==> src/rtl/fetch_stage_if.sv <==
`timescale 1ns/1ps
`default_nettype none
// ============================================================================
// Module      : fetch_stage_if
// Description : Bus bundle for the fetch stage: instruction-memory request
//               and response channels, execute redirect, and the decode-side
//               valid/ready handshake.
// Revision    : 1.0 - initial release
// ============================================================================
interface fetch_stage_if #(
  parameter int XLEN = 64
);

  // Instruction memory request channel
  logic            imem_req_valid;
  logic [XLEN-1:0] imem_req_addr;
  logic            imem_req_ready;

  // Instruction memory response channel (in order, no backpressure)
  logic            imem_rsp_valid;
  logic [31:0]     imem_rsp_instr;

  // Redirect from execute
  logic            redirect_valid;
  logic [XLEN-1:0] redirect_pc;

  // Decode handshake
  logic            id_valid;
  logic            id_ready;
  logic [XLEN-1:0] id_pc;
  logic [31:0]     id_instr;

  // Fetch stage side
  modport master (
    output imem_req_valid,
    output imem_req_addr,
    input  imem_req_ready,
    input  imem_rsp_valid,
    input  imem_rsp_instr,
    input  redirect_valid,
    input  redirect_pc,
    output id_valid,
    input  id_ready,
    output id_pc,
    output id_instr
  );

  // Environment side: memory, execute and decode
  modport slave (
    input  imem_req_valid,
    input  imem_req_addr,
    output imem_req_ready,
    output imem_rsp_valid,
    output imem_rsp_instr,
    output redirect_valid,
    output redirect_pc,
    input  id_valid,
    output id_ready,
    input  id_pc,
    input  id_instr
  );

endinterface : fetch_stage_if
`default_nettype wire

==> src/rtl/fetch_stage.sv <==
`timescale 1ns/1ps
`default_nettype none
// ============================================================================
// Module      : fetch_stage
// Description : RV64 instruction fetch. Owns the PC, issues word fetches
//               under a credit limit, queues returned instructions with their
//               PCs for decode, and flushes/discards stale work on redirect.
// Revision    : 1.0 - initial release
// ============================================================================
module fetch_stage #(
  parameter int              XLEN       = 64,
  parameter logic [XLEN-1:0] RESET_PC   = 64'h0,
  parameter int              FIFO_DEPTH = 4
) (
  input  logic         clk,
  input  logic         rst_n,
  fetch_stage_if.master bus
);

  // Counter width holds 0..FIFO_DEPTH; pointer width indexes the buffers.
  localparam int            CW        = $clog2(FIFO_DEPTH) + 1;
  localparam int            PW        = $clog2(FIFO_DEPTH);
  localparam logic [CW:0]   DEPTH_EXT = (CW+1)'(FIFO_DEPTH);
  localparam logic [CW-1:0] CNT_ONE   = CW'(1);
  localparam logic [PW-1:0] PTR_ONE   = PW'(1);
  localparam logic [31:0]   NOP       = 32'h00000013;

  // --------------------------------------------------------------------------
  // State
  // --------------------------------------------------------------------------
  logic            running;     // low during and one cycle after reset
  logic [XLEN-1:0] pc;
  logic [CW-1:0]   inflight;    // accepted requests without a response yet
  logic [CW-1:0]   drop_cnt;    // outstanding responses known to be stale

  // PCs of issued requests, consumed as their responses are kept
  logic [XLEN-1:0] pcq [FIFO_DEPTH];
  logic [PW-1:0]   pcq_wp;
  logic [PW-1:0]   pcq_rp;

  // Instruction buffer presented to decode
  logic [XLEN-1:0] fifo_pc    [FIFO_DEPTH];
  logic [31:0]     fifo_instr [FIFO_DEPTH];
  logic [PW-1:0]   fifo_wp;
  logic [PW-1:0]   fifo_rp;
  logic [CW-1:0]   fifo_cnt;

  // --------------------------------------------------------------------------
  // Combinational control
  // --------------------------------------------------------------------------
  logic [CW:0] credits_used;
  logic        req_valid;
  logic        req_fire;
  logic        rsp_drop;
  logic        rsp_keep;
  logic        fifo_empty;
  logic        id_fire;
  logic        unused_redirect_lsbs;

  // Every issued-but-unconsumed fetch holds a buffer slot, so a response
  // always has room to land. Registered counts only: no same-cycle credit
  // return, which keeps the request path free of response/pop timing.
  assign credits_used = {1'b0, inflight} + {1'b0, fifo_cnt};

  // A redirect withdraws any pending request; otherwise a raised request
  // stays up because credits can only be freed while it waits.
  assign req_valid  = running && !bus.redirect_valid && (credits_used < DEPTH_EXT);
  assign req_fire   = req_valid && bus.imem_req_ready;

  // Responses are stale if an older redirect left them outstanding or a
  // redirect is happening right now.
  assign rsp_drop   = bus.imem_rsp_valid && ((drop_cnt != '0) || bus.redirect_valid);
  assign rsp_keep   = bus.imem_rsp_valid && !rsp_drop;

  assign fifo_empty = (fifo_cnt == '0);

  // A pop coinciding with a redirect is meaningless: the buffer is flushed.
  assign id_fire    = !fifo_empty && bus.id_ready && !bus.redirect_valid;

  // Redirect targets are word-aligned by discarding the low bits.
  assign unused_redirect_lsbs = ^bus.redirect_pc[1:0];

  // --------------------------------------------------------------------------
  // Outputs
  // --------------------------------------------------------------------------
  assign bus.imem_req_valid = req_valid;
  assign bus.imem_req_addr  = pc;
  assign bus.id_valid       = !fifo_empty;
  assign bus.id_pc          = fifo_empty ? '0  : fifo_pc[fifo_rp];
  assign bus.id_instr       = fifo_empty ? NOP : fifo_instr[fifo_rp];

  // --------------------------------------------------------------------------
  // Sequential logic
  // --------------------------------------------------------------------------

  // Hold off requests until the first clock edge after reset release.
  always_ff @(posedge clk or negedge rst_n) begin
    if (!rst_n) begin
      running <= 1'b0;
    end else begin
      running <= 1'b1;
    end
  end

  // Program counter: redirect target wins, otherwise advance on accept.
  always_ff @(posedge clk or negedge rst_n) begin
    if (!rst_n) begin
      pc <= RESET_PC;
    end else if (bus.redirect_valid) begin
      pc <= {bus.redirect_pc[XLEN-1:2], 2'b00};
    end else if (req_fire) begin
      pc <= pc + XLEN'(4);
    end
  end

  // Outstanding request count; accept and response in one cycle cancel out.
  always_ff @(posedge clk or negedge rst_n) begin
    if (!rst_n) begin
      inflight <= '0;
    end else begin
      inflight <= inflight + CW'(req_fire) - CW'(bus.imem_rsp_valid);
    end
  end

  // Stale-response counter. On redirect, everything still outstanding after
  // this cycle becomes stale; previously marked entries are a subset of
  // those, so the new value replaces rather than adds to the old one.
  always_ff @(posedge clk or negedge rst_n) begin
    if (!rst_n) begin
      drop_cnt <= '0;
    end else if (bus.redirect_valid) begin
      drop_cnt <= inflight - CW'(bus.imem_rsp_valid);
    end else if (bus.imem_rsp_valid && (drop_cnt != '0)) begin
      drop_cnt <= drop_cnt - CNT_ONE;
    end
  end

  // PC queue pointers: push on accept, pop on a kept response, clear on redirect.
  always_ff @(posedge clk or negedge rst_n) begin
    if (!rst_n) begin
      pcq_wp <= '0;
      pcq_rp <= '0;
    end else if (bus.redirect_valid) begin
      pcq_wp <= '0;
      pcq_rp <= '0;
    end else begin
      if (req_fire) begin
        pcq_wp <= pcq_wp + PTR_ONE;
      end
      if (rsp_keep) begin
        pcq_rp <= pcq_rp + PTR_ONE;
      end
    end
  end

  // PC queue storage needs no reset: pointers define which entries are live.
  always_ff @(posedge clk) begin
    if (req_fire) begin
      pcq[pcq_wp] <= pc;
    end
  end

  // Instruction buffer pointers and occupancy; redirect flushes everything.
  always_ff @(posedge clk or negedge rst_n) begin
    if (!rst_n) begin
      fifo_wp  <= '0;
      fifo_rp  <= '0;
      fifo_cnt <= '0;
    end else if (bus.redirect_valid) begin
      fifo_wp  <= '0;
      fifo_rp  <= '0;
      fifo_cnt <= '0;
    end else begin
      if (rsp_keep) begin
        fifo_wp <= fifo_wp + PTR_ONE;
      end
      if (id_fire) begin
        fifo_rp <= fifo_rp + PTR_ONE;
      end
      fifo_cnt <= fifo_cnt + CW'(rsp_keep) - CW'(id_fire);
    end
  end

  // Instruction buffer storage: pair each kept instruction with its PC.
  always_ff @(posedge clk) begin
    if (rsp_keep) begin
      fifo_pc[fifo_wp]    <= pcq[pcq_rp];
      fifo_instr[fifo_wp] <= bus.imem_rsp_instr;
    end
  end

  // --------------------------------------------------------------------------
  // Protocol checks (simulation only; ignored by synthesis)
  // --------------------------------------------------------------------------

  // A response with nothing outstanding means the memory broke the protocol.
  a_rsp_has_request: assert property (
    @(posedge clk) disable iff (!rst_n)
    bus.imem_rsp_valid |-> (inflight != '0)
  );

  // The credit limit guarantees a kept response always finds a free slot.
  a_rsp_not_full: assert property (
    @(posedge clk) disable iff (!rst_n)
    rsp_keep |-> (fifo_cnt != CW'(FIFO_DEPTH))
  );

  // Credits in use never exceed the buffer depth.
  a_credit_bound: assert property (
    @(posedge clk) disable iff (!rst_n)
    credits_used <= DEPTH_EXT
  );

  // Fetch addresses stay word aligned.
  a_addr_aligned: assert property (
    @(posedge clk) disable iff (!rst_n)
    req_valid |-> (pc[1:0] == 2'b00)
  );

endmodule : fetch_stage
`default_nettype wire

==> src/flat_wrapper.sv <==
// flat-port wrapper written by rule: the top's interface ports become plain ports
module fetch_stage_flat 
#(
  parameter int              XLEN       = 64,
  parameter logic [XLEN-1:0] RESET_PC   = 64'h0,
  parameter int              FIFO_DEPTH = 4
)
  (clk, rst_n, bus_imem_req_valid, bus_imem_req_addr, bus_imem_req_ready, bus_imem_rsp_valid, bus_imem_rsp_instr, bus_redirect_valid, bus_redirect_pc, bus_id_valid, bus_id_ready, bus_id_pc, bus_id_instr);
  fetch_stage_if #(.XLEN(XLEN)) bus_i ();
  input  logic clk;
  input  logic rst_n;
  output wire logic [$bits(bus_i.imem_req_valid)-1:0] bus_imem_req_valid;
  output wire logic [$bits(bus_i.imem_req_addr)-1:0] bus_imem_req_addr;
  input wire logic [$bits(bus_i.imem_req_ready)-1:0] bus_imem_req_ready;
  input wire logic [$bits(bus_i.imem_rsp_valid)-1:0] bus_imem_rsp_valid;
  input wire logic [$bits(bus_i.imem_rsp_instr)-1:0] bus_imem_rsp_instr;
  input wire logic [$bits(bus_i.redirect_valid)-1:0] bus_redirect_valid;
  input wire logic [$bits(bus_i.redirect_pc)-1:0] bus_redirect_pc;
  output wire logic [$bits(bus_i.id_valid)-1:0] bus_id_valid;
  input wire logic [$bits(bus_i.id_ready)-1:0] bus_id_ready;
  output wire logic [$bits(bus_i.id_pc)-1:0] bus_id_pc;
  output wire logic [$bits(bus_i.id_instr)-1:0] bus_id_instr;
  assign bus_imem_req_valid = bus_i.imem_req_valid;
  assign bus_imem_req_addr = bus_i.imem_req_addr;
  assign bus_i.imem_req_ready = bus_imem_req_ready;
  assign bus_i.imem_rsp_valid = bus_imem_rsp_valid;
  assign bus_i.imem_rsp_instr = bus_imem_rsp_instr;
  assign bus_i.redirect_valid = bus_redirect_valid;
  assign bus_i.redirect_pc = bus_redirect_pc;
  assign bus_id_valid = bus_i.id_valid;
  assign bus_i.id_ready = bus_id_ready;
  assign bus_id_pc = bus_i.id_pc;
  assign bus_id_instr = bus_i.id_instr;
  fetch_stage #(.XLEN(XLEN), .RESET_PC(RESET_PC), .FIFO_DEPTH(FIFO_DEPTH)) u_core (.clk(clk), .rst_n(rst_n), .bus(bus_i));
endmodule
==> config.mk <==
export PLATFORM = sky130hd
export DESIGN_NAME = fetch_stage_flat
export DESIGN_NICKNAME = d
export VERILOG_FILES = /design/src/rtl/fetch_stage_if.sv /design/src/rtl/fetch_stage.sv /design/src/flat_wrapper.sv
export SDC_FILE = /design/constraint.sdc
export NUM_CORES = 1
export LEC_CHECK = 0
export ABC_CLOCK_PERIOD_IN_PS = 5100
export CAP_MARGIN = 15
export CORE_ASPECT_RATIO = 1.2
export CORE_MARGIN = 10
export CORE_UTILIZATION = 50
export CTS_CLUSTER_DIAMETER = 30
export DETAILED_ROUTE_END_ITERATION = 8
export GPL_TIMING_DRIVEN = 0
export PLACE_DENSITY = 0.71
export SETUP_SLACK_MARGIN = 0.02
export SLEW_MARGIN = 15
export SYNTH_ARGS = -nofsm -noshare
export SYNTH_HDL_FRONTEND = slang
export SYNTH_SLANG_ARGS = --single-unit
==> constraint.sdc <==
create_clock -name clk -period 5.1 [get_ports clk]
set_input_delay 1.275 -clock clk [delete_from_list [all_inputs] [get_ports clk]]
set_output_delay 1.275 -clock clk [all_outputs]
set_load 0.05 [all_outputs]
==> out/results.ini <==
[run_status]
status = finished clean

[global_routing]
antenna_found_initial = 2
grt_overflow = 0
grt_pass1_wl_um = 111000
grt_max_degree = 52
grt_usage_pct = 22.5
grt_pass1_vias = 17100

[power_and_ir_drop]
switching_share_pct = 33.2
intPower_mw = 13.5
clkPwrFrac_pct = 37.4
p_seq_share_pct = 35.0
leakage_nw = 11.9
ir_worst_vdd_mv = 0.490
p_sw_mw = 6.71
powerDensity_nw_per_um2 = 560
combinationalPowerShare_pct = 27.6

[routing]
first_pass_iters = 5
wl_um = 75000
drtIter0Drc = 1476
drc = 0
detail-route-antenna-nets = 0
vias = 16500
viasPerCell = 6.00
detail_route.wl_per_cell_um = 27.3

[logic_synthesis]
synth_flop_cell = edfxtp_1
synth_cell_types = 57
synth-seq-cells = 704
seq_area_frac_synth_pct = 73.3
synth_edf_count = 624
avgSynthCellArea_um2 = 18.4
async_reset_ff_share_pct = 11.4
yosys_warnings = 0
synth_cells = 1541
synth_area_um2 = 28300

[worst_setup_path]
critPathMaxFanout = 10
crit_path_max_incr_delay_ns = 0.70
regToRegEndpoint = u_core.pcq[3][26]
critPathRequiredTime_ns = 3.83
worstPathCellList = clkbuf_1 -> buf_4 -> clkbuf_4 -> mux4_2 -> and2_1 -> clkdlybuf4s50_1
cp.depth = 6
crit_type = flip-flop to output pin
rr_startpoint = u_core.fifo_cnt[2]
crit_path_start_kind = flip-flop
cp-endpoint = bus_id_pc[31]
crit_start = u_core.fifo_rp[0]
path_buf_inv = 4
worst_ep_arrival_time_ns = 3.64
r2r_cells = 9
crit_family = buffers and inverters
cp-end-kind = output pin
crit_slowest_cell = clkdlybuf4s50_1
rrSetupSlack_ns = 1.09

[die]
coreArea_um2 = 56000
die_y_um = 281
start_util_pct = 50.5
die_area_um2 = 66600
die_w_um = 237
ioPinCount = 264
rows = 95

[placement]
hpwl_um = 49300
dp_slack_ns = -0.373
routabilityCongestion = 0.924
placed_cells = 2540
portBuffers = 256

[clock_tree]
cts.path.max_buffers = 3
clk-insertion-delay-late_ns = 0.67
cts-root-buf = clkbuf_16
cts_made_buffers = 111
clk_pin_slew_ns = 0.05
cts_tree = built
clock_sinks = 704
cts_hold_buf = 0
htreeDepth = 3

[timing]
finalClockSkew_ns = 0.0282
setup_violations = 0
hold_violations = 0
drv_slew = 0
slew_headroom_pct = 23.1
worst_slack_ns = 0.186
rsz0062_at_grt = no
fmax_mhz = 204
period_needed_ns = 4.91
setup_tns_ns = 0
finalCritPeriodShare_pct = 96.3
worstMarginPinSlew_ns = 1.14

[run]
drv_cap = 0

[hold_path]
worstHoldPathType = primary input to async pin

[finish]
synthToLayoutAreaGrowth_pct = 27.3
finalNetCount = 2049
final_core_util_pct = 64.3
most-common-layout-cells = 624 x edfxtp_1, 255 x clkdlybuf4s50_1, 156 x mux4_2, 111 x clkbuf_16, 101 x and2_1
fill_cells = 3803
drive_gt1_share_pct = 20.2
layout_commonest_cell = edfxtp_1
fin_cells = 2750

Yosys cell counts, drive strengths merged (19+ instances only):
library cell,count,area share (%)
edfxtp,624,66
mux4,156,12
and2,109,2.4
dfrtp,80,7.1
nand2,78,1.0
clkbuf,57,0.76
nand3,52,0.92
nor2,40,0.53
o211ai,30,0.80
nand4,28,0.62
buf,27,0.49
o21ai,25,0.44
inv,23,0.31
or4,21,0.57
ha,19,0.84
routing by layer:
metal | global-route usage, % | up-vias | wire, um
li1 | - | 7013 | -
met1 | 29.1 | 8591 | 29900
met2 | 36.4 | 748 | 37100
met3 | 5.32 | 142 | 5790
met4 | 8.27 | 4 | 2250
met5 | 0 | - | 22
final cells by class:
class / instances / area, um2 / share of cell area [%]
repair buffers: 269 / 2900 / 8.06
well taps: 727 / 910 / 2.53
multi-input cells: 733 / 7160 / 19.9
clock buffers: 122 / 2840 / 7.88
flip-flops and latches: 704 / 20700 / 57.6
inverters: 23 / 86.3 / 0.240
diodes: 1 / 2.50 / 0.00695
clock inverters: 87 / 993 / 2.76
plain buffers: 84 / 392 / 1.09
metrics by stage:
stage | hold WS, ns | total power, mW | instance area [um2]
CTS | 0.549 | 20.4 | 36000
floorplan | 0.525 | 10.7 | 28300
detailed placement | 0.561 | 12.8 | 32100
global placement | 0.552 | 12.7 | 31800
global route | 0.570 | 20.9 | 36000
finish | 0.560 | 20.2 | 36000
cells by family (layout without fill, tap and decap cells):
family	Yosys count	in the layout	synth area share (%)
DFF	704	704	73.3
and+or+nand+nor	405	405	7.93
muxes	163	163	12.7
AOI/OAI and AO/OA	121	121	3.00
buffers and inverters	107	585	1.55
adders and majority gates	21	21	0.982
xor gates and xnor gates	18	18	0.557
other	2	6	0.0265
worst min path at each step:
stage / endpoint / startpoint
finish: u_core.bus.imem_req_addr[63] / rst_n
global route: u_core.bus.imem_req_addr[20] / rst_n
CTS: u_core.bus.imem_req_addr[63] / rst_n
detailed placement: u_core.drop_cnt[1] / u_core.drop_cnt[1]
global placement: u_core.drop_cnt[1] / u_core.drop_cnt[1]
floorplan: u_core.drop_cnt[1] / u_core.drop_cnt[1]
timing repair:
action                                  CTS  global route
setup buffers                             0             0
endpoints found under the setup margin   75            41
gates resized for setup                  27            11
registers in the layout, indices dropped and copies added, names as in the netlist, 2 cells and up:
| name | flops |
|---|---|
| u_core.pcq_rp | 2 |
| u_core.pcq_wp | 2 |
| u_core.fifo_pc | 248 |
| u_core.fifo_cnt | 3 |
| u_core.fifo_rp | 2 |
| u_core.fifo_instr | 128 |
| u_core.bus.imem_req_addr | 62 |
| u_core.fifo_wp | 2 |
| u_core.inflight | 3 |
| u_core.drop_cnt | 3 |
| u_core.pcq | 248 |
power groups by stage:
stage | logic [mW] | clock network [mW] | registers, mW
after floorplan | 3.45 | 0 | 7.29
final | 5.58 | 7.56 | 7.06
after CTS | 5.67 | 7.64 | 7.05
after global routing | 5.89 | 7.94 | 7.08
after global placement | 5.52 | 0 | 7.16
after detailed placement | 5.62 | 0 | 7.16
No activity file was read; power rests on OpenSTA's default activity.
